## src/rtl/fetch_pkg.sv

```systemverilog
// Shared types and constants for the instruction-fetch stage.
package fetch_pkg;

   localparam int unsigned FETCH_XLEN = 32;
   localparam logic [31:0] NOP_INSTR = 32'h0000_0013;
   localparam logic [FETCH_XLEN-1:0] PC_STEP = FETCH_XLEN'(3'd4);

   typedef struct packed {
      logic [FETCH_XLEN-1:0] pc;
      logic [31:0]           instr;
   } fetch_entry_t;

endpackage

```

## src/rtl/fetch_fifo.sv

```systemverilog
// Synchronous FIFO of fetched {pc, instr} entries with clear; push and pop may
// happen in the same cycle while not full.
module fetch_fifo
   import fetch_pkg::*;
#(
   parameter int unsigned DEPTH = 2,
   parameter int unsigned AW    = $clog2(DEPTH)
) (
   input  logic         clk,
   input  logic         rst,
   input  logic         clear,
   input  logic         push,
   input  fetch_entry_t push_data,
   input  logic         pop,
   output fetch_entry_t head,
   output logic [AW:0]  count,
   output logic         full,
   output logic         empty
);

   fetch_entry_t  mem [DEPTH];
   logic [AW-1:0] wr_ptr;
   logic [AW-1:0] rd_ptr;
   logic          do_push;
   logic          do_pop;

   assign full    = (count == (AW+1)'(DEPTH));
   assign empty   = (count == (AW+1)'(0));
   assign do_pop  = pop & ~empty;
   assign do_push = push & ~full;
   assign head    = mem[rd_ptr];

   // Storage is data only; validity comes from the pointers and count.
   always_ff @(posedge clk) begin
      if (do_push && !clear) begin
         mem[wr_ptr] <= push_data;
      end
   end

   // Pointer and occupancy bookkeeping.
   always_ff @(posedge clk) begin
      if (rst || clear) begin
         wr_ptr <= AW'(0);
         rd_ptr <= AW'(0);
         count  <= (AW+1)'(0);
      end else begin
         if (do_push) wr_ptr <= wr_ptr + AW'(1);
         if (do_pop)  rd_ptr <= rd_ptr + AW'(1);
         count <= count + (AW+1)'(do_push) - (AW+1)'(do_pop);
      end
   end

endmodule

```

## src/rtl/fetch_unit.sv

```systemverilog
// Instruction-fetch stage with F/D pipeline register.
// Optional feature macro: FETCH_BUBBLE_CNT_EN adds the perf_bubbles counter port.
module fetch_unit
   import fetch_pkg::*;
#(
   parameter int unsigned     XLEN       = FETCH_XLEN,
   parameter logic [XLEN-1:0] RESET_PC   = 32'h0000_0000,
   parameter int unsigned     FIFO_DEPTH = 2,
   parameter int unsigned     MAX_OUTST  = 2
) (
   input  logic            clk,
   input  logic            rst,
   input  logic            f_stall,
   input  logic            d_stall,
   input  logic            d_flush,
   input  logic            e_pc_src,
   input  logic [XLEN-1:0] e_pc_target,
   output logic            imem_req_valid,
   input  logic            imem_req_ready,
   output logic [XLEN-1:0] imem_req_addr,
   input  logic            imem_rsp_valid,
   input  logic [31:0]     imem_rsp_data,
`ifdef FETCH_BUBBLE_CNT_EN
   output logic [31:0]     perf_bubbles,
`endif
   output logic [31:0]     d_instr,
   output logic [XLEN-1:0] d_pc,
   output logic [XLEN-1:0] d_pc_plus4,
   output logic            d_valid
);

   localparam int unsigned CW = $clog2(MAX_OUTST + 1);
   localparam int unsigned TW = (MAX_OUTST > 1) ? $clog2(MAX_OUTST) : 1;
   localparam int unsigned FW = $clog2(FIFO_DEPTH);

   logic [XLEN-1:0] f_pc, hold_addr, redirect_pc;
   logic            req_hold, hold_stale;
   logic [CW-1:0]   outst, drop;
   logic [XLEN-1:0] tag_q [MAX_OUTST];
   logic [TW-1:0]   tag_wr, tag_rd;
   fetch_entry_t    fifo_head, rsp_entry;
   logic [FW:0]     fifo_count;
   logic            fifo_full, fifo_empty, fifo_push, fifo_pop;
   logic            issue_ok, accept, stale_accept, rsp, rsp_keep, advance, bypass;

   function automatic logic [TW-1:0] tag_next(input logic [TW-1:0] p);
      if (p == TW'(MAX_OUTST - 1)) return TW'(0);
      else return p + TW'(1);
   endfunction

   assign redirect_pc  = e_pc_target & ~XLEN'(3);
   assign issue_ok     = ~f_stall & ~e_pc_src & (outst < CW'(MAX_OUTST)) &
                         ((32'(fifo_count) + 32'(outst)) < FIFO_DEPTH);
   assign imem_req_valid = ~rst & (req_hold | issue_ok);
   assign imem_req_addr  = req_hold ? hold_addr : f_pc;
   assign accept       = imem_req_valid & imem_req_ready;
   assign stale_accept = accept & req_hold & hold_stale;
   // A response with nothing in flight is spurious and ignored.
   assign rsp          = imem_rsp_valid & (outst != CW'(0));
   assign rsp_keep     = rsp & (drop == CW'(0)) & ~e_pc_src;
   assign advance      = ~d_flush & ~d_stall;
   assign bypass       = rsp_keep & fifo_empty & advance;
   assign fifo_push    = rsp_keep & ~bypass & ~fifo_full;
   assign fifo_pop     = advance & ~fifo_empty & ~e_pc_src;
   assign rsp_entry    = '{pc: tag_q[tag_rd], instr: imem_rsp_data};

   // Fetch PC, held request and in-flight/drop counters.
   always_ff @(posedge clk) begin
      if (rst) begin
         f_pc       <= RESET_PC;
         hold_addr  <= RESET_PC;
         req_hold   <= 1'b0;
         hold_stale <= 1'b0;
         outst      <= CW'(0);
         drop       <= CW'(0);
      end else begin
         req_hold   <= imem_req_valid & ~imem_req_ready;
         hold_stale <= imem_req_valid & ~imem_req_ready & (hold_stale | e_pc_src);
         if (imem_req_valid && !imem_req_ready && !req_hold) hold_addr <= f_pc;
         outst <= outst + CW'(accept) - CW'(rsp);
         if (e_pc_src) begin
            f_pc <= redirect_pc;
            drop <= outst + CW'(accept) - CW'(rsp);
         end else begin
            // A request issued before a redirect belongs to the old path.
            if (accept && !stale_accept) f_pc <= f_pc + PC_STEP;
            drop <= drop + CW'(stale_accept) - CW'(rsp & (drop != CW'(0)));
         end
      end
   end

   // In-order PC tags of accepted requests, consumed by responses.
   always_ff @(posedge clk) begin
      if (rst) begin
         tag_wr <= TW'(0);
         tag_rd <= TW'(0);
      end else begin
         if (accept) tag_wr <= tag_next(tag_wr);
         if (rsp)    tag_rd <= tag_next(tag_rd);
      end
   end

   always_ff @(posedge clk) begin
      if (accept && !rst) tag_q[tag_wr] <= imem_req_addr;
   end

   fetch_fifo #(.DEPTH(FIFO_DEPTH)) u_fifo (
      .clk       (clk),
      .rst       (rst),
      .clear     (e_pc_src),
      .push      (fifo_push),
      .push_data (rsp_entry),
      .pop       (fifo_pop),
      .head      (fifo_head),
      .count     (fifo_count),
      .full      (fifo_full),
      .empty     (fifo_empty)
   );

   // F/D register: flush beats stall beats advance.
   always_ff @(posedge clk) begin
      if (rst) begin
         d_valid    <= 1'b0;
         d_instr    <= NOP_INSTR;
         d_pc       <= XLEN'(0);
         d_pc_plus4 <= PC_STEP;
      end else if (d_flush) begin
         d_valid <= 1'b0;
         d_instr <= NOP_INSTR;
      end else if (d_stall) begin
         d_valid <= d_valid;
      end else if (fifo_pop) begin
         d_valid    <= 1'b1;
         d_instr    <= fifo_head.instr;
         d_pc       <= fifo_head.pc;
         d_pc_plus4 <= fifo_head.pc + PC_STEP;
      end else if (bypass) begin
         d_valid    <= 1'b1;
         d_instr    <= rsp_entry.instr;
         d_pc       <= rsp_entry.pc;
         d_pc_plus4 <= rsp_entry.pc + PC_STEP;
      end else begin
         d_valid <= 1'b0;
         d_instr <= NOP_INSTR;
      end
   end

`ifdef FETCH_BUBBLE_CNT_EN
   logic bubble_adv;
   assign bubble_adv = advance & ~fifo_pop & ~bypass;

   // Saturating count of bubbles entering decode.
   always_ff @(posedge clk) begin
      if (rst) begin
         perf_bubbles <= 32'd0;
      end else if (bubble_adv && perf_bubbles != 32'hFFFF_FFFF) begin
         perf_bubbles <= perf_bubbles + 32'd1;
      end else begin
         perf_bubbles <= perf_bubbles;
      end
   end
`endif

endmodule
```

## config.mk

```make
export PLATFORM = sky130hd
export DESIGN_NAME = fetch_unit
export DESIGN_NICKNAME = d
export VERILOG_FILES = /design/src/rtl/fetch_pkg.sv /design/src/rtl/fetch_fifo.sv /design/src/rtl/fetch_unit.sv
export SDC_FILE = /design/constraint.sdc
export NUM_CORES = 1
export LEC_CHECK = 0
export BUFFER_PORTS_ARGS = -buffer_cell sky130_fd_sc_hd__buf_2
export CAP_MARGIN = 20
export CORE_ASPECT_RATIO = 1.5
export CORE_MARGIN = 1
export CORE_UTILIZATION = 35
export DETAILED_ROUTE_END_ITERATION = 8
export GPL_ROUTABILITY_DRIVEN = 0
export RECOVER_POWER = 25
export SYNTH_ARGS = -nofsm -noshare
export SYNTH_HDL_FRONTEND = slang
export SYNTH_SLANG_ARGS = --single-unit
```

## constraint.sdc

```tcl
create_clock -name clk -period 7.7 [get_ports clk]
set_input_delay 0.385 -clock clk [delete_from_list [all_inputs] [get_ports clk]]
set_output_delay 0.385 -clock clk [all_outputs]
set_load 0.1 [all_outputs]
```

* Yosys cells after proc, flatten, opt, wreduce, memory -nomap -nowiden
Memories as Yosys holds them, arrays and structs flattened. A register that Yosys moved wholly into a read port is not among the register bits.
Index checks and enable logic that the tools add are counted.
** Word-level totals
- Memory bits (writable) :: 192
- Bits of input ports :: 72
- Memories :: 2
- Register bits after elaboration :: 173
- Output and inout port bits :: 130
- Bits in latches :: 0
- Memory bits (read-only) :: 0
** Operators by class
- Muxes and demuxes :: 22
- $add $sub $neg :: 14
- Equal/unequal tests :: 1
- Order comparisons :: 2
- Shift-type cells :: 0
- $mul :: 0
- Bitwise logic cells :: 33
- Reductions and logical operators :: 20
- Div/mod/pow operators :: 0
** Memory list
- u_fifo.mem :: depth 2, bits a word 64, rd ports 1, clocked after memory_dff 1, write ports 1, RTL line fetch_fifo.sv:21 : fetch_entry_t mem [DEPTH];
- tag_q :: depth 2, bits a word 32, rd ports 1, clocked after memory_dff 1, write ports 1, RTL line fetch_unit.sv:39 : logic [XLEN-1:0] tag_q [MAX_OUTST];
** Operator list (count)
- $mux W32 :: 9
- $add A32 B3 Y32 const B :: 3
- $and A1 B1 Y1 :: 22
- $mux W1 :: 12
- $not A1 Y1 :: 9
- $reduce_bool A2 Y1 :: 4
- $add A2 B1 Y2 :: 3
- $sub A2 B1 Y2 :: 3
- $logic_and A1 B1 Y1 :: 5
- $logic_not A1 Y1 :: 5
- $add A1 B1 Y1 const B :: 4
- $logic_not A2 Y1 :: 2
- $reduce_or A2 Y1 :: 2
- $add A2 B2 Y3 :: 1
- $lt A3 B2 Y1 const B :: 1
- $reduce_and A3 Y1 :: 1
- $eq A2 B2 Y1 const B :: 1
- $lt A2 B2 Y1 const B :: 1
- $mux W2 :: 1
- $or A1 B1 Y1 :: 2
- $logic_or A1 B1 Y1 :: 1

* Logic depth before layout (Yosys ltp)
- Depth in word-level cells :: 13
- Mapped depth :: 14

* Modules after synthesis
From an unflattened synthesis, not the netlist that was laid out.
** Second synthesis, totals
- Cell total of the unflattened synthesis :: 1350
- Area, all modules :: 15632.5 sq um
** By module, submodules not included
- fetch_unit :: instances 1, seq. area each 5084.9 sq um, cells each 1126, area an instance 10457.5 sq um
- fetch_fifo :: instances 1, seq. area each 3943.8 sq um, cells each 224, area an instance 5175.0 sq um

* Least setup slack after synthesis
No wires, ideal clock.
- Path type :: register to register
- Start :: reg u_fifo.count[0]
- End :: mem tag_q[0][10] (netlist bit), enable pin
- Stages on the path, launching flop included :: 8
- Path slack :: 3119 ps
- Period minus slack after synthesis :: 4581 ps
- Buffers on the path :: 0
- Data arrival time :: 4164 ps
- Cell sequence :: dfxtp_1 and2_1 fa_1 nor2_1 a21oi_1 nor2_1 nand2_1 nor2_1
** On the way
- Longest elaborated chain between the ends :: 9
** RTL lines
- start, declared :: RTL line fetch_fifo.sv:16 : output logic [AW:0] count,
- start signal, assigned :: RTL line fetch_fifo.sv:45 : count <= (AW+1)'(0);
- start signal, assigned :: RTL line fetch_fifo.sv:49 : count <= count + (AW+1)'(do_push) - (AW+1)'(do_pop);
- $add A2 B2 Y3 :: RTL line fetch_unit.sv:53 : ((32'(fifo_count) + 32'(outst)) < FIFO_DEPTH);
- $lt A3 B2 Y1 :: RTL line fetch_unit.sv:53
- $and A1 B1 Y1 :: RTL line fetch_unit.sv:52 : assign issue_ok = ~f_stall & ~e_pc_src & (outst < CW'(MAX_OUTST)) &
- $or A1 B1 Y1 :: RTL line fetch_unit.sv:54 : assign imem_req_valid = ~rst & (req_hold | issue_ok);
- $and A1 B1 Y1 :: RTL line fetch_unit.sv:54
- via imem_req_valid :: RTL line fetch_unit.sv:18 : output logic imem_req_valid,
- $and A1 B1 Y1 :: RTL line fetch_unit.sv:56 : assign accept = imem_req_valid & imem_req_ready;
- $logic_and A1 B1 Y1 :: RTL line fetch_unit.sv:104 : if (accept && !rst) tag_q[tag_wr] <= imem_req_addr;
- $mux W1 :: RTL line fetch_unit.sv:104
- $mux W1 (not written as such) :: RTL line fetch_unit.sv:104
- end, declared :: RTL line fetch_unit.sv:39
The timed path passes the listed nets, and every way through them passes these cells.

* Worst setup path after layout
- Start :: reg u_fifo.count[1]
- End :: reg d_pc_plus4[30]
** On the way
- Longest elaborated chain between the ends :: 6
- Elaborated cells on any way between the ends :: 9
** RTL lines
- $logic_not A2 Y1 * :: RTL line fetch_fifo.sv:28 : assign empty = (count == (AW+1)'(0));
- $not A1 Y1 :: RTL line fetch_unit.sv:64 : assign fifo_pop = advance & ~fifo_empty & ~e_pc_src;
- $and A1 B1 Y1 (2 in series) :: RTL line fetch_unit.sv:64
- $reduce_bool A2 Y1 (no line)
- $reduce_and A3 Y1 (no line)
- end signal, assigned :: RTL line fetch_unit.sv:136 : d_pc_plus4 <= fifo_head.pc + PC_STEP;
- end signal, assigned :: RTL line fetch_unit.sv:141 : d_pc_plus4 <= rsp_entry.pc + PC_STEP;
- end, declared :: RTL line fetch_unit.sv:28 : output logic [XLEN-1:0] d_pc_plus4,
Every way passes the cells marked *; elsewhere a longest branch is shown, timed or not.
A chain may end at the register's enable or synchronous reset.

==> results by group <==
Logic synthesis
  – Ys Warns: 0
  – Post-Syn Area per Cell: roughly 11 um^2
  – Yosys top cell by area: edfxtp_1
  – Synth Area in Simple Gates: 14.5%
  – Cells after Synth: roughly 1400
  – Synth Area in XOR/XNOR: under 10%
  – Synth unique cells: 68
  – Post-synth EDFFs: 184
  – Top cells by area, synth: edfxtp_1 (36%), dfxtp_1 (22%), mux2_2 (5.3%), nand2_1 (4.3%), a21oi_1 (3.1%)
  – Ys async rst share: 0%
  – Commonest register cell after synthesis: edfxtp_1
  – Sequential share of the synthesized area: around 58%
  – Most frequent cell after synthesis: edfxtp_1
  – Post-synth top area share: 36.0%
  – Main combinational cell family by area after synthesis: simple AND/OR/NAND/NOR gates
  – Multiplexer area fraction after synthesis: 8.36%
  – Adder-cell area share of the yosys netlist: 0.784%
  – Compound-Gate Fraction of Synth Area: 12.1%
  – Post-Syn Area: about 15000 um^2
  – Flops & latches, synth: 351
  – Synth cell count leaders: edfxtp_1 (184), nand2_1 (175), dfxtp_1 (167)

Critical path
  – RR Endpoint: d_pc_plus4[30]
  – Worst setup EP type: register
  – Reg2Reg Depth: 11
  – WS Path Type: register to register
  – Worst R2R Start: u_fifo.count[1]
  – Type of origin of the critical path: register
  – Required @ worst endpoint: 8130 ps
  – Worst Path Max Fanout: 40
  – Critical Path AT: 5650 ps
  – FF-to-FF setup slack: between 2000 and 2500 ps

Worst hold path
  – WHS Endpoint: f_pc[28]
  – Hold wc startpoint: e_pc_target[28]
  – HP Class: input port to register
  – Hold Path Depth: 2

Floorplanning
  – Core area: 43100 um^2
  – Die span in x: 173 um
  – I/O pins: 202
  – Initial Util: a little over a third
  – Row count: 93
  – Total Die Area: 44700 um^2
  – Die Ht: about 260 um

Routing
  – Drt total wl: 41900 um
  – Wirelength per Cell: slightly below 20 um
  – Vias per inst: around 5.3
  – Routed via count: 11400
  – Drt drc: 0
  – Drt pass-1 iters: 5
  – Final ANT Viol Nets: 0
  – Initial DRC count: ~800

Clock tree
  – Num CTS Buffers: 36
  – Worst-Skew Late Latency: between 500 and 600 ps
  – CTS tree: built
  – Setup bufs post-CTS: 0
  – Clock Tree Root: clkbuf_16
  – Cts hold-fix bufs: 0
  – Max clock buf depth: 3
  – Clock sink count: 351
  – CTS H-tree lvls: 2
  – Post-CTS Resized: 0
  – Clock Pin Slew Worst Setup and Hold Paths: 60 ps

Timing
  – RSZ-0062 raised after global routing: false
  – Final Slew Violations: 102
  – Final Hold Vio Count: 0
  – Max_slew headroom: -82.9%
  – Setup TNS Final: 0 ps
  – Final worst path period need: 5220 ps
  – FMAX: 0.192 GHz
  – Period utilization: 67.8%
  – Worst slew pin tran: 2740 ps
  – Clock skew: 14.8 ps
  – Setup Viol. Count Final: 0

Place
  – PortBufs: 193
  – DP Cell Count: between 2000 and 2500
  – Dpl cell area: 16800 um^2
  – Hpwl dp: roughly 30000 um

Final layout
  – Non-Filler Instances: 2168
  – Area Overhead vs Synth: 16.8%
  – Post-route cell area: 17900 um^2
  – Layout net count: 1651
  – Diode count: 0
  – Layout cell share with drive strength beyond 1: 18.4%

Global routing
  – Largest net degree at the start of global routing: 75
  – Gr usage total: 18.5%
  – Vias in the first global route: 11200
  – First-pass GRT wire length: around 64000 um
  – Initial antenna violation count: 0
  – Total grt overflow: 0

Power and ir drop
  – Pwr dens: approximately 250 nW/um^2
  – LEAKAGE: 6.35 nW
  – Maximum VDD drop: about 0.19 mV

Run status
  – Status: finished, violations left
  – Failing checks: capacitance limit, slew limit

Flow run
  – Max cap viols: 2
-- sequential cells by signal (all words and copies together), names as in the netlist, 2 cells and up, named ones only --
name / flops
u_fifo.mem: 124
tag_q: 60
d_instr: 32
d_pc: 30
d_pc_plus4: 30
f_pc: 30
hold_addr: 30
drop: 2
outst: 2
u_fifo.count: 2
-- per-stage QoR --
step	util (%)	total power, mW	setup WS, ps	hold slack (ps)
finish	41.6	4.45	2480	85.4
detailed placement	39.0	2.79	2810	443
CTS	41.7	4.49	3260	36.8
global placement	39.0	2.78	2890	438
floorplan	-	2.60	3120	433
global route	41.6	4.60	1970	82.8
-- cell families after synthesis --
group | Yosys count
AO/OA/AOI/OAI | 271
multiplexers | 119
buffers and inverters | 136
flip-flops | 351
AND/OR/NAND/NOR | 476
XOR/XNOR | 46
adder cells (fa/ha/maj) | 9
other | 1
-- cell usage in the layout (no fill, tap or decap), types with 8 or more instances in the layout --
cell type,n
mux2_1,34
nor2b_1,13
ha_1,8
nand3_1,43
or4_1,8
a222oi_1,32
a21oi_1,96
mux2_2,38
edfxtp_1,184
buf_2,161
o21ai_0,33
clkbuf_1,44
xnor2_1,29
nand4_1,20
dfxtp_1,165
mux2i_1,47
inv_1,38
nor2_1,123
clkbuf_16,37
or2_2,8
a311oi_1,10
a211oi_1,40
nor3_1,24
nand2b_1,8
buf_4,17
xor2_1,17
nand2_1,175
-- worst max path at each step --
stage	startpoint	to	depth (start not counted)
3_5_place_dp	d_stall	d_pc_plus4[30]	13
6_report	u_fifo.count[1]	d_pc_plus4[30]	11
4_1_cts	u_fifo.count[1]	d_pc_plus4[30]	11
5_1_grt	register	d_pc_plus4[30]	9
2_1_floorplan	u_fifo.count[0]	tag_q[0][10]	7
3_3_place_gp	d_stall	d_pc_plus4[22]	13
-- layout make-up --
| class | count | area (um^2) |
|---|---|---|
| Sequential cell | 351 | 8870 |
| Tap cell | 570 | 713 |
| Clock buffer | 50 | 1010 |
| Inverter | 40 | 150 |
| Timing Repair Buffer | 214 | 1080 |
| Clock inverter | 16 | 136 |
| Multi-Input combinational cell | 927 | 5940 |
| Fill cell | 4242 | 25100 |
-- where the power goes --
group | switching (mW) | total (mW) | internal (mW)
sequential | 0.0411 | 2.09 | 2.05
clock | 0.717 | 1.70 | 0.985
combinational | 0.490 | 0.657 | 0.168
-- routing by layer --
metal  vias to the layer above  routed length, um  GRT usage [%]  part of all wire [%]
met4                         0               2310           10.6                   5.5
li1                       5499                  -              -                     -
met5                         -                  0              0                     0
met1                      5470              15900           20.4                    38
met2                       342              21900           33.9                    52
met3                        95               1770           2.48                   4.2
-- critical path: stages, from the launching register on --
cell and delay [ps]:
dfxtp_1 420, or2_1 130, clkbuf_1 730, nand2_2 640, inv_2 790, nor2_1 100, a21oi_1 220, ha_1 340
nand4_1 340, a2111oi_2 940, nand4_1 170, a311oi_1 270
No activity file was read; power rests on OpenSTA's default activity.
